### src/rtl/control_unit.sv
// Hardwired fetch/decode/execute sequencer for the accumulator CPU.
// It drives one registered 32-bit control word per cycle for the datapath and ALU.
module control_unit (
  input  logic        clk,
  input  logic        rst,
  input  logic        run,
  input  logic [7:0]  ir_opcode,
  input  logic [7:0]  flag,
  output logic [31:0] control_signal,
  output logic        instr_done,
  output logic        halted,
  output logic [3:0]  state
);

  typedef enum logic [3:0] {
    S_IDLE = 4'd0,
    S_F0   = 4'd1,
    S_F1   = 4'd2,
    S_F2   = 4'd3,
    S_DEC  = 4'd4,
    S_E0   = 4'd5,
    S_E1   = 4'd6,
    S_E2   = 4'd7,
    S_HALT = 4'd8
  } state_t;

  localparam logic [7:0] OP_STORE  = 8'h01;
  localparam logic [7:0] OP_LOAD   = 8'h02;
  localparam logic [7:0] OP_ADD    = 8'h03;
  localparam logic [7:0] OP_SUB    = 8'h04;
  localparam logic [7:0] OP_JMPGEZ = 8'h05;
  localparam logic [7:0] OP_JMP    = 8'h06;
  localparam logic [7:0] OP_HALT   = 8'h07;
  localparam logic [7:0] OP_MPY    = 8'h08;
  localparam logic [7:0] OP_AND    = 8'h09;
  localparam logic [7:0] OP_OR     = 8'h0A;
  localparam logic [7:0] OP_NOT    = 8'h0B;
  localparam logic [7:0] OP_SHR    = 8'h0C;
  localparam logic [7:0] OP_SHL    = 8'h0D;
  localparam logic [7:0] OP_ASR    = 8'h0E;
  localparam logic [7:0] OP_ASL    = 8'h0F;

  state_t      state_q, state_d;
  logic [31:0] ctrl_q, ctrl_d;
  logic        done_q, done_d;
  logic        halted_q, halted_d;
  logic [7:0]  opcode_q, opcode_d;
  logic [7:0]  op;
  logic        is_store, is_operand;
  state_t      end_st;

  always_ff @(posedge clk or posedge rst) begin
    if (rst) begin
      state_q  <= S_IDLE;
      ctrl_q   <= '0;
      done_q   <= 1'b0;
      halted_q <= 1'b0;
      opcode_q <= '0;
    end else begin
      state_q  <= state_d;
      ctrl_q   <= ctrl_d;
      done_q   <= done_d;
      halted_q <= halted_d;
      opcode_q <= opcode_d;
    end
  end

  always_comb begin
    // Outputs are registered, so the word is decoded from the state being entered;
    // on the DEC exit edge the live opcode is used because the latch updates on that same edge.
    op         = (state_q == S_DEC) ? ir_opcode : opcode_q;
    opcode_d   = op;
    is_store   = (op == OP_STORE);
    is_operand = (op == OP_LOAD) || (op == OP_ADD) || (op == OP_SUB) ||
                 (op == OP_MPY)  || (op == OP_AND) || (op == OP_OR);
    end_st     = run ? S_F0 : S_IDLE;

    state_d = state_q;
    case (state_q)
      S_IDLE:  state_d = run ? S_F0 : S_IDLE;
      S_F0:    state_d = S_F1;
      S_F1:    state_d = S_F2;
      S_F2:    state_d = S_DEC;
      S_DEC:   state_d = (op == OP_HALT) ? S_HALT : S_E0;
      S_E0:    state_d = (is_store || is_operand) ? S_E1 : end_st;
      S_E1:    state_d = is_store ? end_st : S_E2;
      S_E2:    state_d = end_st;
      S_HALT:  state_d = S_HALT;
      default: state_d = S_IDLE;
    endcase

    ctrl_d = '0;
    done_d = 1'b0;
    case (state_d)
      S_F0:  ctrl_d[0] = 1'b1;
      S_F1:  begin ctrl_d[1] = 1'b1; ctrl_d[3] = 1'b1; end
      S_F2:  ctrl_d[2] = 1'b1;
      S_DEC: ctrl_d[4] = 1'b1;
      S_E0: begin
        done_d = !(is_store || is_operand);
        case (op)
          OP_STORE:  ctrl_d[6] = 1'b1;
          OP_LOAD, OP_ADD, OP_SUB, OP_MPY, OP_AND, OP_OR: ctrl_d[1] = 1'b1;
          OP_NOT:    begin ctrl_d[26] = 1'b1; ctrl_d[8] = 1'b1; end
          OP_SHR:    begin ctrl_d[28] = 1'b1; ctrl_d[8] = 1'b1; end
          OP_SHL:    begin ctrl_d[27] = 1'b1; ctrl_d[8] = 1'b1; end
          OP_ASR:    begin ctrl_d[31] = 1'b1; ctrl_d[8] = 1'b1; end
          OP_ASL:    begin ctrl_d[30] = 1'b1; ctrl_d[8] = 1'b1; end
          OP_JMP:    ctrl_d[9] = 1'b1;
          OP_JMPGEZ: ctrl_d[9] = ~flag[0];
          default:   ctrl_d = '0;
        endcase
      end
      S_E1: begin
        done_d = is_store;
        if (is_store) ctrl_d[7] = 1'b1;
        else          ctrl_d[5] = 1'b1;
      end
      S_E2: begin
        done_d    = 1'b1;
        ctrl_d[8] = 1'b1;
        case (op)
          OP_LOAD: begin ctrl_d[21] = 1'b1; ctrl_d[22] = 1'b1; end
          OP_ADD:  ctrl_d[22] = 1'b1;
          OP_SUB:  ctrl_d[23] = 1'b1;
          OP_AND:  ctrl_d[24] = 1'b1;
          OP_OR:   ctrl_d[25] = 1'b1;
          OP_MPY:  begin ctrl_d[29] = 1'b1; ctrl_d[16] = 1'b1; ctrl_d[10] = 1'b1; end
          default: ctrl_d[8] = 1'b1;
        endcase
      end
      S_HALT:  done_d = (state_q != S_HALT);
      default: ctrl_d = '0;
    endcase

    halted_d = halted_q | (state_d == S_HALT);
  end

  assign control_signal = ctrl_q;
  assign instr_done     = done_q;
  assign halted         = halted_q;
  assign state          = state_q;

endmodule

### config.mk
export PLATFORM = sky130hd
export DESIGN_NAME = control_unit
export DESIGN_NICKNAME = d
export VERILOG_FILES = /design/src/rtl/control_unit.sv
export SDC_FILE = /design/constraint.sdc
export NUM_CORES = 1
export LEC_CHECK = 0
export CORE_ASPECT_RATIO = 0.9
export CORE_MARGIN = 8
export CORE_UTILIZATION = 45
export DETAILED_ROUTE_END_ITERATION = 6
export PLACE_DENSITY_LB_ADDON = 0.2
export SLEW_MARGIN = 25
export SYNTH_ARGS = -nofsm -noshare
export SYNTH_HDL_FRONTEND = slang
export SYNTH_SLANG_ARGS = --single-unit
### constraint.sdc
create_clock -name clk -period 3.37 [get_ports clk]
set_clock_uncertainty 0.2 [all_clocks]
set_input_delay 0.337 -clock clk [delete_from_list [all_inputs] [get_ports clk]]
set_output_delay 0.337 -clock clk [all_outputs]
set_load 0.05 [all_outputs]
==> results.md, run 1 <==
- CTS sink cnt: 35
- Leakage: approximately 0.96 nW
- Leading cell type in the layout, fill and taps excluded: clkdlybuf4s50_1
- Worst rel slew slack: 0.623
- Slew Limit Fails: 0
- Yosys cell types: 46
- Flops & latches, synth: 35
- Post-synth EDFFs: 0
- DR vias/cell: 5.12
- I/O Buffers: 40
- Die W: between 70 and 80 µm
- Share of cells above drive strength 1: 0.120
- Starting DRT DRC Count: 91
- # hold bufs at CTS: 0
- Die height: 73.3 µm
- Mean Syn Cell Area: between 10 and 15 µm²
- Crit path largest cell delay: 0.53 ns
- DR WL/cell: 15.1 µm
- Cell count after synthesis: 163
- Ys Warns: 0
- I/O pin cnt: 57
- Peak Freq: approximately 0.36 GHz
- Comb power frac: 0.467
- Outcome: complete, no violations
- First-pass GRT wire length: about 6.2 mm
- Maximum number of pins on one net before global-route repair: 36
- H-tree levels: 2
- Fin crit period: 2.78 ns
- Setup Buffers After CTS: 0
- Critical-path top delay cell: dfrtp_1
- Cts repair resizes: 0
- Crit Path Category: register to register
- RSZ-0062 raised after global routing: no
- Antenna diode count: 0
- Pwr dens: 830 mW/mm²
- Fin. Hold Viols: 0
- Critical Path AT: 2.74 ns
- HP Class: primary input to asynchronous set/reset pin
- Die Area: 0.00584 mm²
- Cell Area, Synth: roughly 0.0016 mm²
- Sw power: 0.000791 W
- Final net count: 226
- # Max-Cap Violations: 0
- Via count: 1300
- Commonest non-fill, non-tap cells in the layout: 40 x clkdlybuf4s50_1, 35 x dfrtp_1, 27 x nand2_1
- Clock transition at path regs: approximately 0.08 ns
- Clock power share: 0.189
- CTS buffer count: 5
- Initial antenna violation count: 0
- Internal power: 0.00101 W
- GR Overflow Total: 0
- Crit-path cells: nor4b_2, buf_4, mux2i_1, inv_1, maj3_2, a21oi_2, o221ai_1
- CTS tree: built
- Starting Density: 0.456
- Buffer depth of the longest clock path: 2
- Power, Total: roughly 0.0018 W
- Core Box Area: between 0.003 and 0.004 mm²
- Area Overhead vs Synth: 32.0%
- Final cycle utilization of the critical path: 0.825
- Critical Path RT: between 3 and 4 ns
- Overall Global Routing Usage: 0.138
- CTS root buf: clkbuf_8
- Worst vdd ir: 0.000460 V
- Crit-path max FO: 13
- Seq pwr share: 0.344
- DRT Wirelength: between 3 and 4 mm
- CP Capture Type: register
- DRT Pass-1 Iters: 4
- Setup TNS: 0 ns
- Critical path launch point type: register
- DRT antenna net count: 0
- Clk_lat worst skew: 0.30 ns
- Post-synth ARST share: 1.00
- Residual DRC count: 0
- Switch share: 0.440
- RePlAce Congestion: 0.805
- Worst Tran Pin Value: 0.565 ns
- Final HPWL DP: roughly 2.7 mm
- # setup viols final: 0
- Register area share after synthesis: 0.534
- Row Count: 21
- Synth Flop Type: dfrtp_1
- Number of global-route vias before repair: about 1.3k
## cells by family (layout without fill, tap and decap cells)
family | Yosys count | after routing | synth area share
AO/OA/AOI/OAI | 20 | 20 | 0.0892
adder cells (fa/ha/maj) | 1 | 1 | 0.00686
multiplexers | 3 | 3 | 0.0213
flip-flops | 35 | 35 | 0.534
XOR/XNOR | 1 | 1 | 0.00534
other | 1 | 9 | 0.00228
buffers and inverters | 20 | 57 | 0.0724
AND/OR/NAND/NOR | 82 | 82 | 0.269
## cell type report
| cell class | instances | area [µm²] |
|---|---|---|
| fill | 298 | 1430 |
| inverter | 4 | 15.0 |
| tap | 46 | 57.6 |
| sequential | 35 | 876 |
| multi-input combinational | 116 | 677 |
| clock inverter | 1 | 7.51 |
| timing repair buffer | 45 | 438 |
| clock buffer | 7 | 96.3 |
## per-layer routing
metal  GRT usage  wire [µm]  vias to the layer above
met3      0.0587        301                        9
met1       0.144       1490                      630
met5           0          0                        -
li1            -          -                      622
met4      0.0739         92                        0
met2       0.232       1950                       39
## path summary, 6_finish.rpt
| path | cells past startpoint | startpoint | to | slack [ns] |
|---|---|---|---|---|
| min in group clk | 2 | opcode_q[4] | opcode_q[4] | 0.28 |
| worst min-delay path | 3 | rst | control_signal[5] | 0.22 |
| max in group asynchronous | 3 | rst | opcode_q[5] | 2.42 |
| worst max register to register | 7 | state[0] | instr_done | 0.59 |
| worst min register to register | 2 | opcode_q[4] | opcode_q[4] | 0.28 |
| worst max-delay path | 7 | state[0] | instr_done | 0.59 |
## critical path, delay by kind of cell, from the launching register on
kind	cells	cell delay [ns]
AND/OR/NAND/NOR	1	0.32
flip-flops	1	0.53
adder cells (fa/ha/maj)	1	0.35
buffers and inverters	2	0.39
multiplexers	1	0.44
AO/OA/AOI/OAI	2	0.40
## through the flow
stage	area, µm²	cells	util	hold slack, ns	setup WS, ns
2_1_floorplan	1670	171	-	0.237	0.651
3_3_place_gp	2060	246	0.573	0.253	0.661
3_5_place_dp	2060	246	0.573	0.259	0.594
4_1_cts	2170	254	0.602	0.249	0.623
5_1_grt	2170	254	0.602	0.282	0.372
6_report	2170	254	0.602	0.225	0.590
## state kept, by name, indices dropped and copies added (netlist names)
register        cells
control_signal     21
halted              1
instr_done          1
opcode_q            8
state               4
## power by group through the flow
stage               logic [W]  clock network [W]  registers [W]
floorplan            0.000454                  0       0.000776
global placement     0.000825                  0       0.000616
detailed placement   0.000834                  0       0.000625
CTS                  0.000841           0.000344       0.000617
global route         0.000915           0.000370       0.000636
finish               0.000840           0.000340       0.000619
## cells in the mapped netlist (2+ instances only)
master    count  area, µm²
nand4_1       2       12.5
buf_2         2       10.0
or4_1         2       15.0
buf_4        11       82.6
nor3_1        9       45.0
nor3b_1       2       15.0
o21ai_0       3       15.0
o211ai_1      2       15.0
nand2b_1      3       18.8
inv_1         4       15.0
nand2_1      27        101
nor2b_1       3       18.8
or2_2         2       12.5
nor2_1       17       63.8
clkbuf_1      3       11.3
and3_1        2       12.5
a21oi_1       5       25.0
o21a_1        2       15.0
dfrtp_1      35        876
Power figures use the tool's default switching activity.
==> run 2, diff against run 1 <==
CORE_UTILIZATION = 40   (was 45)
clock period = 2.3 ns   (was 3.37 ns; I/O delays follow)
==> results.md, run 2 (same netlist as run 1, synthesis figures left out) <==
- Maximum number of pins on one net before global-route repair: 36 (unchanged)
- Die W: 83.5 µm (+4.8%)
- Core Box Area: 0.00402 mm² (+12%)
- Slew Limit Fails: 0 (unchanged)
- Pwr dens: 1240 mW/mm² (+49%)
- DRT antenna net count: 0 (unchanged)
- Share of cells above drive strength 1: 0.333 (+0.213)
- Clk_lat worst skew: 0.29 ns (about the same)
- Post-route worst setup slack: -0.122 ns (-0.712 ns)
- Comb power frac: 0.581 (+0.114)
- RePlAce Congestion: 0.839 (+4.2%)
- Critical-path top delay cell: or4b_4
- Switch share: 0.420 (-0.0199)
- H-tree levels: 2 (unchanged)
- Worst Path Buf+Inv: 0 (-2)
- Failing checks: setup timing
- Fin. Hold Viols: 0 (unchanged)
- Crit-path cells: or4b_4, or4b_4, a21o_4, a21oi_2, o21a_1, a21oi_1
- HP Class: primary input to asynchronous set/reset pin
- I/O pin cnt: 57 (unchanged)
- Commonest non-fill, non-tap cells in the layout: 40 x clkdlybuf4s50_1, 31 x dfrtp_1, 28 x buf_4
- # Max-Cap Violations: 0 (unchanged)
- Family with the most delay on the worst path: simple AND/OR/NAND/NOR gates
- I/O Buffers: 40 (unchanged)
- Seq pwr share: 0.268 (-0.076)
- First-pass GRT wire length: 7.11 mm (+15%)
- Starting Density: 0.408 (-0.0476)
- Max reg flops: 21 (unchanged)
- Critical Path RT: 2.25 ns (-1.08 ns)
- Die height: 76.8 µm (+4.7%)
- Final hold slack: 0.145 ns (-0.0798 ns)
- Die Area: 0.00641 mm² (+9.8%)
- GR Overflow Total: 0 (unchanged)
- Final cycle utilization of the critical path: 1.05 (+0.228)
- DR WL/cell: 15.1 µm (about the same)
- # setup viols final: 14 (+14)
- CP Capture Type: register
- Number of global-route vias before repair: 1615 (+22%)
- Sw power: 0.00135 W (+70%)
- Crit-path max FO: 5 (-8)
- Clock power share: 0.150 (-0.039)
- Worst Tran Pin Value: 0.520 ns (-0.0451 ns)
- Worst rel slew slack: 0.653 (+0.0309)
- Worst vdd ir: 0.000604 V (+31%)
- Outcome: complete, but fails checks
- Initial antenna violation count: 0 (unchanged)
- Buffer depth of the longest clock path: 2 (unchanged)
- Final net count: 258 (+14%)
- Leading cell type in the layout, fill and taps excluded: clkdlybuf4s50_1
- Final HPWL DP: 3.06 mm (+11%)
- Peak Freq: 0.413 GHz (+15%)
- CTS sink cnt: 35 (unchanged)
- Row Count: 22 (+4.8%)
- Leakage: 1.16 nW (+21%)
- DRT Wirelength: 4.35 mm (+13%)
- Clock transition at path regs: 0.07 ns (about the same)
- Place WS: -0.235 ns (-0.829 ns)
- CTS tree: built
- DR vias/cell: 5.07 (-0.95%)
- CTS root buf: clkbuf_8
- Via count: 1460 (+12%)
- Crit Path Category: register to register
- CTS buffer count: 5 (unchanged)
- Cell mode on critical path: or4b_4
- Starting DRT DRC Count: 65 (-29%)
- Critical Path AT: 2.37 ns (-0.37 ns)
- DRT Pass-1 Iters: 4 (unchanged)
- RSZ-0062 raised after global routing: yes
- Residual DRC count: 0 (unchanged)
- Antenna diode count: 0 (unchanged)
- Area Overhead vs Synth: 58.1%
- Fin crit period: 2.42 ns (-0.358 ns)
- # hold bufs at CTS: 0 (unchanged)
- Overall Global Routing Usage: 0.131 (-0.00739)
- Internal power: 0.00186 W (+85%)
- Crit path largest cell delay: 0.57 ns (+0.04 ns)
- Critical path launch point type: register
==> run 2: changes by cell type in the layout (fill, tap and decap cells not counted), sizes merged <==
cell | before | now
buf | 5 | 37
clkbuf | 7 | 8
clkinvlp | 1 | 0
==> run 2: area by class of cell <==
type	count	area, µm²
tap	48	60.1
clock buffer	8	100
sequential	35	881
multi-input combinational	116	811
fill	299	1420
timing repair buffer	77	728
inverter	4	15.0
==> run 2: what timing repair did <==
| action | 4_1_cts | 5_1_grt |
|---|---|---|
| setup endpoints to repair | 17 | 17 |
| gates cloned | 0 | 0 |
| gates resized for setup | 23 | 11 |
| pin swaps | 9 | 7 |
| setup buffers | 4 | 4 |
==> run 2: final timing paths <==
| check | from | endpoint | slack, ns | cells after the start |
|---|---|---|---|---|
| max | state[3] | state[0] | -0.12 | 6 |
| min | rst | control_signal[4] | 0.15 | 3 |
| max reg2reg | state[3] | state[0] | -0.12 | 6 |
| min reg2reg | opcode_q[4] | opcode_q[4] | 0.28 | 2 |
| max in group asynchronous | rst | state[2] | 1.42 | 3 |
| min in group clk | opcode_q[4] | opcode_q[4] | 0.28 | 2 |
==> run 2: worst reg2reg max path, cell delays in order (launching register included) <==
cell and delay, ns:
dfrtp_2 0.41, or4b_4 0.57, or4b_4 0.52, a21o_4 0.27
a21oi_2 0.13, o21a_1 0.16, a21oi_1 0.05
==> run 2: layer usage <==
| layer | part of all wire | global-route usage | vias up |
|---|---|---|---|
| li1 | - | - | 686 |
| met4 | 0.017 | 0.0586 | 0 |
| met5 | 0 | 0 | - |
| met1 | 0.41 | 0.137 | 711 |
| met2 | 0.51 | 0.232 | 55 |
| met3 | 0.059 | 0.0454 | 8 |
==> run 2: power by group through the flow <==
stage               registers [W]  logic, W  clock network (W)
floorplan                 0.00114  0.000686                  0
global placement         0.000842   0.00151                  0
detailed placement       0.000852   0.00154                  0
CTS                      0.000853   0.00172           0.000490
global route             0.000881   0.00198           0.000512
finish                   0.000861   0.00187           0.000482
==> run 2: metrics by stage <==
stage	utilization	instance area, µm²	TNS (ns)	total power, W	cells
3_3_place_gp	0.567	2280	-1.76	0.00235	272
6_report	0.646	2590	-1.30	0.00321	288
3_5_place_dp	0.567	2280	-2.25	0.00239	272
2_1_floorplan	-	1700	-2.60	0.00183	171
4_1_cts	0.622	2500	-0.583	0.00306	284
5_1_grt	0.646	2590	-1.99	0.00338	288
